==> config.mk <==
export PLATFORM = sky130hd
export DESIGN_NAME = jpeg_stream_tx
export DESIGN_NICKNAME = d
export VERILOG_FILES = /design/src/rtl/jpeg_stream_tx.sv
export SDC_FILE = /design/constraint.sdc
export NUM_CORES = 1
export LEC_CHECK = 0
export CAP_MARGIN = 20
export CORE_MARGIN = 8
export CORE_UTILIZATION = 35
export DETAILED_ROUTE_END_ITERATION = 8
export GPL_TIMING_DRIVEN = 1
export PLACE_DENSITY_LB_ADDON = 0.05
export SLEW_MARGIN = 10
export SYNTH_ARGS = -nofsm -noshare
export SYNTH_HDL_FRONTEND = slang
export SYNTH_SLANG_ARGS = --single-unit
==> constraint.sdc <==
create_clock -name clk -period 2.92 [get_ports clk]
set_clock_uncertainty 0.05 [all_clocks]
set_input_delay 0.584 -clock clk [delete_from_list [all_inputs] [get_ports clk]]
set_output_delay 0.584 -clock clk [all_outputs]
set_load 0.05 [all_outputs]
==> src/rtl/jpeg_stream_tx.sv <==
// JPEG byte stream sender: a runtime-length header fetched from a ROM, then the
// entropy-coded scan with 0xFF byte stuffing, RSTn markers and a closing EOI.
// All byte transfers use valid/ready handshakes.
module jpeg_stream_tx #(
  parameter int MAX_HDR_BYTES = 1024,
  parameter int HDR_AW        = $clog2(MAX_HDR_BYTES)
) (
  input  logic              clk,
  input  logic              n_rst,
  input  logic              i_start,
  input  logic [HDR_AW:0]   i_hdr_len,
  output logic [HDR_AW-1:0] o_hdr_addr,
  input  logic [7:0]        i_hdr_data,
  input  logic [7:0]        i_data,
  input  logic              i_valid,
  input  logic              i_restart,
  input  logic              i_last,
  output logic              o_ready,
  output logic [7:0]        o_data,
  output logic              o_valid,
  input  logic              i_ready,
  output logic              o_last,
  output logic              o_busy
);

  typedef enum logic [2:0] {
    S_IDLE, S_HDR, S_DATA, S_STUFF, S_RST0, S_RST1, S_EOI0, S_EOI1
  } state_t;

  state_t state, state_d;

  logic [HDR_AW:0] hdr_len;    // latched header length
  logic [HDR_AW:0] iss_cnt;    // ROM reads issued
  logic [HDR_AW:0] out_cnt;    // header bytes loaded into the output register
  logic            rd_pend;    // a ROM read was issued last cycle, data is on i_hdr_data
  logic            buf_vld;    // prefetch buffer holds a header byte
  logic [7:0]      buf_data;
  logic            pend_last;  // sideband of the most recently accepted scan byte
  logic            pend_rst;
  logic [2:0]      rst_cnt;

  logic       load_ok, xfer, accept;
  logic       hdr_have, hdr_take, hdr_issue;
  logic       ld, ld_last, rst_inc, busy_clr;
  logic [7:0] ld_data;

  // The output register can take a new byte when empty or draining this cycle.
  assign load_ok = !o_valid | i_ready;
  assign xfer    = o_valid & i_ready;
  assign o_ready = (state == S_DATA) & load_ok;
  assign accept  = o_ready & i_valid;

  // At most one header byte is ever in flight or buffered, so a read is only
  // issued when nothing will be left over after this cycle's load.
  assign hdr_have  = buf_vld | rd_pend;
  assign hdr_take  = (state == S_HDR) & hdr_have & load_ok;
  assign hdr_issue = (state == S_HDR) & (iss_cnt < hdr_len) & !(hdr_have & !hdr_take);

  // State register.
  always_ff @(posedge clk) begin
    if (!n_rst) state <= S_IDLE;
    else        state <= state_d;
  end

  // Next state and the byte to load into the output register.
  always_comb begin
    state_d  = state;
    ld       = 1'b0;
    ld_data  = 8'h00;
    ld_last  = 1'b0;
    rst_inc  = 1'b0;
    busy_clr = 1'b0;
    case (state)
      S_IDLE: begin
        if (i_start) state_d = (i_hdr_len != '0) ? S_HDR : S_DATA;
      end
      S_HDR: begin
        if (hdr_take) begin
          ld      = 1'b1;
          ld_data = buf_vld ? buf_data : i_hdr_data;
        end
        if (out_cnt == hdr_len && xfer) state_d = S_DATA;
      end
      S_DATA: begin
        if (accept) begin
          ld      = 1'b1;
          ld_data = i_data;
          if (i_data == 8'hFF) state_d = S_STUFF;
          else if (i_last)     state_d = S_EOI0;
          else if (i_restart)  state_d = S_RST0;
        end
      end
      S_STUFF: begin
        if (load_ok) begin
          ld      = 1'b1;
          ld_data = 8'h00;
          if (pend_last)     state_d = S_EOI0;
          else if (pend_rst) state_d = S_RST0;
          else               state_d = S_DATA;
        end
      end
      S_RST0: begin
        if (load_ok) begin
          ld      = 1'b1;
          ld_data = 8'hFF;
          state_d = S_RST1;
        end
      end
      S_RST1: begin
        if (load_ok) begin
          ld      = 1'b1;
          ld_data = {5'b11010, rst_cnt};
          rst_inc = 1'b1;
          state_d = S_DATA;
        end
      end
      S_EOI0: begin
        if (load_ok) begin
          ld      = 1'b1;
          ld_data = 8'hFF;
          state_d = S_EOI1;
        end
      end
      S_EOI1: begin
        // D9 sits in the output register flagged by o_last; finish on its transfer.
        if (o_valid && o_last) begin
          if (i_ready) begin
            busy_clr = 1'b1;
            state_d  = S_IDLE;
          end
        end else if (load_ok) begin
          ld      = 1'b1;
          ld_data = 8'hD9;
          ld_last = 1'b1;
        end
      end
      default: state_d = S_IDLE;
    endcase
  end

  // Output register: holds while stalled, empties when drained with nothing new.
  always_ff @(posedge clk) begin
    if (!n_rst) begin
      o_data  <= 8'h00;
      o_valid <= 1'b0;
      o_last  <= 1'b0;
    end else if (ld) begin
      o_data  <= ld_data;
      o_valid <= 1'b1;
      o_last  <= ld_last;
    end else if (i_ready) begin
      o_valid <= 1'b0;
      o_last  <= 1'b0;
    end
  end

  // Header fetch, scan sideband capture, restart counter and busy flag.
  always_ff @(posedge clk) begin
    if (!n_rst) begin
      hdr_len    <= '0;
      iss_cnt    <= '0;
      out_cnt    <= '0;
      o_hdr_addr <= '0;
      rd_pend    <= 1'b0;
      buf_vld    <= 1'b0;
      buf_data   <= 8'h00;
      pend_last  <= 1'b0;
      pend_rst   <= 1'b0;
      rst_cnt    <= 3'd0;
      o_busy     <= 1'b0;
    end else begin
      rd_pend <= hdr_issue;
      if (state == S_IDLE && i_start) begin
        hdr_len    <= i_hdr_len;
        iss_cnt    <= '0;
        out_cnt    <= '0;
        o_hdr_addr <= '0;
        buf_vld    <= 1'b0;
        rst_cnt    <= 3'd0;
        o_busy     <= 1'b1;
      end
      if (hdr_issue) begin
        o_hdr_addr <= o_hdr_addr + 1'b1;
        iss_cnt    <= iss_cnt + 1'b1;
      end
      if (hdr_take) begin
        buf_vld <= 1'b0;
        out_cnt <= out_cnt + 1'b1;
      end else if (rd_pend) begin
        buf_vld  <= 1'b1;
        buf_data <= i_hdr_data;
      end
      if (accept) begin
        pend_last <= i_last;
        pend_rst  <= i_restart;
      end
      if (rst_inc)  rst_cnt <= rst_cnt + 1'b1;
      if (busy_clr) o_busy  <= 1'b0;
    end
  end

endmodule
==> impl_metrics.env <==
export IMPL_outcome="finished, final reports clean"
export IMPL_cp_end_kind="primary output"
export IMPL_peakVddDrop_uv=268
export IMPL_postSynthNetCount=521
export IMPL_routed_via_density=5.26
export IMPL_grt_pass1_vias=3328
export IMPL_nets=575
export IMPL_cts_setup_buffers=0
export IMPL_power_density_nw_per_um2=706
export IMPL_seqCellArea_um2=1440
export IMPL_p_total_uw=3310
export IMPL_cp_data_arrival_time_ps=1890
export IMPL_row_count=38
export IMPL_initial_core_util_pct=35.6
export IMPL_dp_hpwl_um=7570
export IMPL_fill_cells=1144
export IMPL_grt_setup_unrepaired="no"
export IMPL_dr_first_iter_drc_count=280
export IMPL_core_um2=10700
export IMPL_worstSetupPathType="flop to primary output"
export IMPL_drive_gt1_share_pct=8.47
export IMPL_wl_per_cell_um=15.4
export IMPL_antenna_cells=0
export IMPL_dr_pass1_iters=4
export IMPL_vias=3532
export IMPL_grt_pass1_wl_um=17000
export IMPL_cts_root_buffer_cell="clkbuf_8"
export IMPL_netlist_area_um2=3830
export IMPL_synth_seq_area_share_pct=37.6
export IMPL_grt_overflow=0
export IMPL_grt_start_max_net_pins=48
export IMPL_hp_class="flop to flop"
export IMPL_die_w_um=121
export IMPL_max_freq_mhz=397
export IMPL_critPathLaunchType="flop"
export IMPL_worst_pin_slew_ps=667
export IMPL_antenna_found_initial=0
export IMPL_drc=0
export IMPL_crit_required_ps=2290
export IMPL_ys_types=57
export IMPL_slew_violations=0
export IMPL_area_growth_pct=22.3
export IMPL_period_share_pct=86.4
export IMPL_drv_cap=0
export IMPL_routed_top_layer="met4"
export IMPL_leakagePower_uw=0.00175
export IMPL_layout_min_cycle_time_ps=2520
export IMPL_synthArstFlopShare_pct=0
export IMPL_syn_area_per_cell_um2=8.10
export IMPL_dieArea_um2=14500
export IMPL_combPwrFrac_pct=41.7
export IMPL_die_h_um=121
export IMPL_synthCells=473
export IMPL_cts_buffers=9
export IMPL_ioPinCount=56
export IMPL_gp_congestion=0.833
export IMPL_ys_seq_elements=72
export IMPL_synth_edf_count=0
export IMPL_path_max_fanout=17
export IMPL_clk_pin_slew_ps=80
export IMPL_met1_length_um=5390
export IMPL_post_cts_resized=0
export IMPL_insertion_delay_ps=350
export IMPL_grtUsageTotal_pct=14.4
export IMPL_synth_flop_cell="dfxtp_1"
export IMPL_wl_met2_um=4320
export IMPL_mostFrequentLayoutCells="nand2_1, dfxtp_1, a21oi_1, clkdlybuf4s50_1, nor2_1"
export IMPL_setup_viol=0
export IMPL_cts_num_sinks=72
export IMPL_cts_tree="built"
export IMPL_seqPwrFrac_pct=38.1
export IMPL_numPortBuffers=55
export IMPL_p_int_uw=1930
export IMPL_dr_wl_met3_um=499
export IMPL_p_clk_share_pct=20.2
export IMPL_multi_input_area_um2=2210
export IMPL_p_sw_uw=1380
export IMPL_htree_levels=3
export IMPL_fin_tns_setup_ps=0
export IMPL_hold_violations=0
export IMPL_wl_um=10300
export IMPL_ctsHoldBuffers=0
export IMPL_ys_warn_count=0
export IMPL_p_sw_share_pct=41.6
export IMPL_slew_headroom_pct=55.2
export IMPL_clockBufferDepth=2
export IMPL_ant_nets=0
[worst max-delay path, stage by stage (launching register included)]
cell     delay [ps]
dfxtp_1         720
nor3b_1         430
and2_1          240
buf_12          140
[stage by stage]
step	cell area (um2)	cells	hold WS, ps	worst slack (ps)	utilization (%)
3_5_place_dp	4530	656	395	196	42.2
3_3_place_gp	4530	656	390	228	42.2
5_1_grt	4680	671	425	241	43.6
4_1_cts	4680	671	407	429	43.6
2_1_floorplan	3830	473	383	767	-
6_report	4680	671	403	398	43.6
[per-layer routing]
layer	global-route usage [%]	vias to the layer above
met3	3.87	6
li1	-	1797
met4	4.45	0
met1	20.1	1659
met5	0	-
met2	21.0	70
[cell usage after synthesis, drive strengths merged, types with 3 or more instances]
library cell	n	area share [%]
mux2i	9	2.4
nand2	72	7.1
and2	3	0.56
xor2	16	3.7
nand3	31	4.1
buf	13	2.3
nor2	41	4.1
a22o	8	1.8
and3	12	2.0
nand2b	7	1.1
nand3b	3	0.59
inv	13	1.3
nor3b	3	0.88
a221oi	3	0.69
o311ai	4	0.91
a31oi	5	0.82
or2	6	0.98
nand4	5	0.82
o21ai	13	1.8
a21oi	56	7.3
nor3	6	0.91
o2111ai	4	1.4
clkbuf	12	1.2
dfxtp	72	38
ha	14	4.6
a221o	4	1.0
o211ai	4	0.78
nor4	6	1.1
mux2	3	0.88
nor2b	3	0.49
xnor2	3	0.69
[state kept, by name, summed over array words and instances (netlist names)]
signal      cells
hdr_len        11
iss_cnt        11
out_cnt        11
o_hdr_addr     10
buf_data        8
o_data          8
rst_cnt         3
state           3
buf_vld         1
o_busy          1
o_last          1
o_valid         1
pend_last       1
pend_rst        1
rd_pend         1
[cell type report]
cell class / count / share of cell area [%]
well taps: 140 / 3.74
inverters: 13 / 1.04
repair buffers: 68 / 14.0
clock buffers: 11 / 2.80
clock inverters: 4 / 0.481
multi-input cells: 363 / 47.1
flip-flops and latches: 72 / 30.8
[kinds of logic (layout without fill, tap and decap cells)]
logic type                 count (synthesis)  in the layout  synth area share, %
AOI/OAI and AO/OA                        117            117                 20.3
xor gates and xnor gates                  19             19                 4.34
adders and majority gates                 14             14                 4.57
buffers and inverters                     38             96                 4.74
DFF                                       72             72                 37.6
muxes                                     12             12                 3.23
and+or+nand+nor                          201            201                 25.2
[final timing paths]
path                            startpoint         to  slack, ps  cells past startpoint
worst max-delay path              state[1]    o_ready        400                      3
worst min-delay path             o_data[3]  o_data[3]        400                      2
worst max register to register    state[1]   state[2]        450                      6
worst min register to register   o_data[3]  o_data[3]        400                      2
[power groups by stage]
stage / sequential (uW) / clock, uW / combinational (uW)
2_1_floorplan: 1390 / 0 / 833
3_3_place_gp: 1280 / 0 / 1380
3_5_place_dp: 1280 / 0 / 1380
4_1_cts: 1260 / 694 / 1390
5_1_grt: 1290 / 735 / 1520
6_report: 1260 / 668 / 1380
No activity file was read; power rests on OpenSTA's default activity.
==> variant: new RTL, same settings <==
Reset style: asynchronous (`n_rst`), changed in 3 clocked blocks.
--- a/src/rtl/jpeg_stream_tx.sv
+++ b/src/rtl/jpeg_stream_tx.sv
@@ -58,5 +58,5 @@
 
   // State register.
-  always_ff @(posedge clk) begin
+  always_ff @(posedge clk or negedge n_rst) begin
     if (!n_rst) state <= S_IDLE;
     else        state <= state_d;
@@ -140,5 +140,5 @@
 
   // Output register: holds while stalled, empties when drained with nothing new.
-  always_ff @(posedge clk) begin
+  always_ff @(posedge clk or negedge n_rst) begin
     if (!n_rst) begin
       o_data  <= 8'h00;
@@ -156,5 +156,5 @@
 
   // Header fetch, scan sideband capture, restart counter and busy flag.
-  always_ff @(posedge clk) begin
+  always_ff @(posedge clk or negedge n_rst) begin
     if (!n_rst) begin
       hdr_len    <= '0;
Formal check against the unedited RTL: differs if n_rst is asserted again (counterexample within 4 cycles, from zero or initial values and one cycle with n_rst low); with n_rst held inactive, the same outputs for 10 cycles.
==> variant against the unedited design <==
  * Critical endpoint unchanged
  * Area after synthesis up 5.7%
  * Wire length up 5.6%
  * Setup slack better by 0.11 ns
  * Sequential cell count unchanged
  * Register-to-register slack better by 0.07 ns
  * Sequential share of layout area up 4.3 points
  * Power up 24%
  * Final area up 9.6%
==> variant: results (changes against the unedited design) <==
crit_path_max_fanout: 7  # -10
dp_cells: 617  # -5.9%
leakagePower_nw: 2.188  # +25%
clkTransAtPathRegs_ns: 0.06  # -0.02 ns
endpoint: "o_ready"
drt-vias-per-instance: 5.406  # +2.7%
synthTopCellsByCount: "dfrtp_1, nand2_1, o21ai_0"
relSlewSlack_pct: 38.60  # -17 points
regToRegSetupSlack_ns: 0.52  # +0.07 ns
grtUsageTotal_pct: 14.91  # +0.51 points
crit_start: "i_ready"
grt_max_degree: 73  # +52%
multi_input_area_share_pct: 39.71  # -7.4 points
drtIter0Drc: 173  # -38%
nClkBuffers: 10  # -1
gp_congestion: 0.7883  # -5.4%
grt_pass1_wl_um: 17840  # +4.8%
seq-cell-share_pct: 35.10  # +4.3 points
seq_cell_count: 72  # unchanged
fill_cells: 1127  # -1.5%
htreeDepth: 3  # unchanged
syn_inst: 421  # -11%
multiInputCombCellCount: 298  # -18%
synthXorXnorAreaFrac_pct: 2.812  # -1.5 points
synthAdderAreaFrac_pct: 4.326  # -0.25 points
num-nonclk-buffers: 72  # +5.9%
finalCriticalPeriod_ns: 2.414  # -0.1075 ns
muxShareOfSynthArea_pct: 5.841  # +2.6 points
layout.nets: 533  # -7.3%
layout-drive-gt1-share_pct: 11.43  # +3.0 points
final-nonclk-buf-share_pct: 13.55  # -0.49 points
status: "completed"
synth_area_leaders: "dfrtp_1, o21ai_0, nand2_1"
cts_setup_buffers: 0  # unchanged
final_area_sq_um: 5132  # +9.6%
fp.dieW_um: 123.6  # +2.4%
irDropWorstVdd_mv: 0.3741  # +39%
placed_area_sq_um: 4835  # +6.7%
place_ws_ns: 0.2536  # +0.05811 ns
clock_latency_ns: 0.33  # -0.02 ns
whs_ns: 0.2269  # -0.1760 ns
dp_hpwl_um: 7990  # +5.6%
r2r_end: "iss_cnt[4]$_DFFE_PN0P_"
num_vias: 3422  # -3.1%
wl_per_cell_um: 17.19  # +12%
critPathArrivalTime_ns: 1.78  # -0.11 ns
clk_share_pct: 5.802  # +2.5 points
hp-class: "input pin to async pin"
dr.pass1.iters: 5  # +1
-- variant: changes by cell type after synthesis, moves of 9 or more --
cell and delta:
a21oi_1 -45, and3_1 -9, dfrtp_1 +72, dfxtp_1 -72, inv_1 +20, mux2_2 +10, nand2_1 -23, nand4_1 +10
nor2_1 -28, o21ai_0 +27, o221ai_1 +14
-- variant: routing by layer --
| metal | vias to the layer above | share of wire, % | global-route usage [%] |
|---|---|---|---|
| met5 | - | 0 | 0 |
| met4 | 0 | 2.0 | 6.095 |
| met3 | 13 | 4.8 | 3.470 |
| met2 | 55 | 47 | 23.18 |
| met1 | 1660 | 47 | 19.57 |
| li1 | 1694 | - | - |
-- variant: critical path: stages --
cell and delay, ns:
clkdlybuf4s50_1 0.48, nand2b_1 0.30, and3_1 0.26, buf_12 0.15
-- variant: power by group --
group	internal (mW)	total (mW)	switching, mW
Sequential	1.25	1.54	0.290
Combinational	0.598	1.45	0.854
Clock	0.680	1.11	0.430
Total	2.53	4.10	1.57
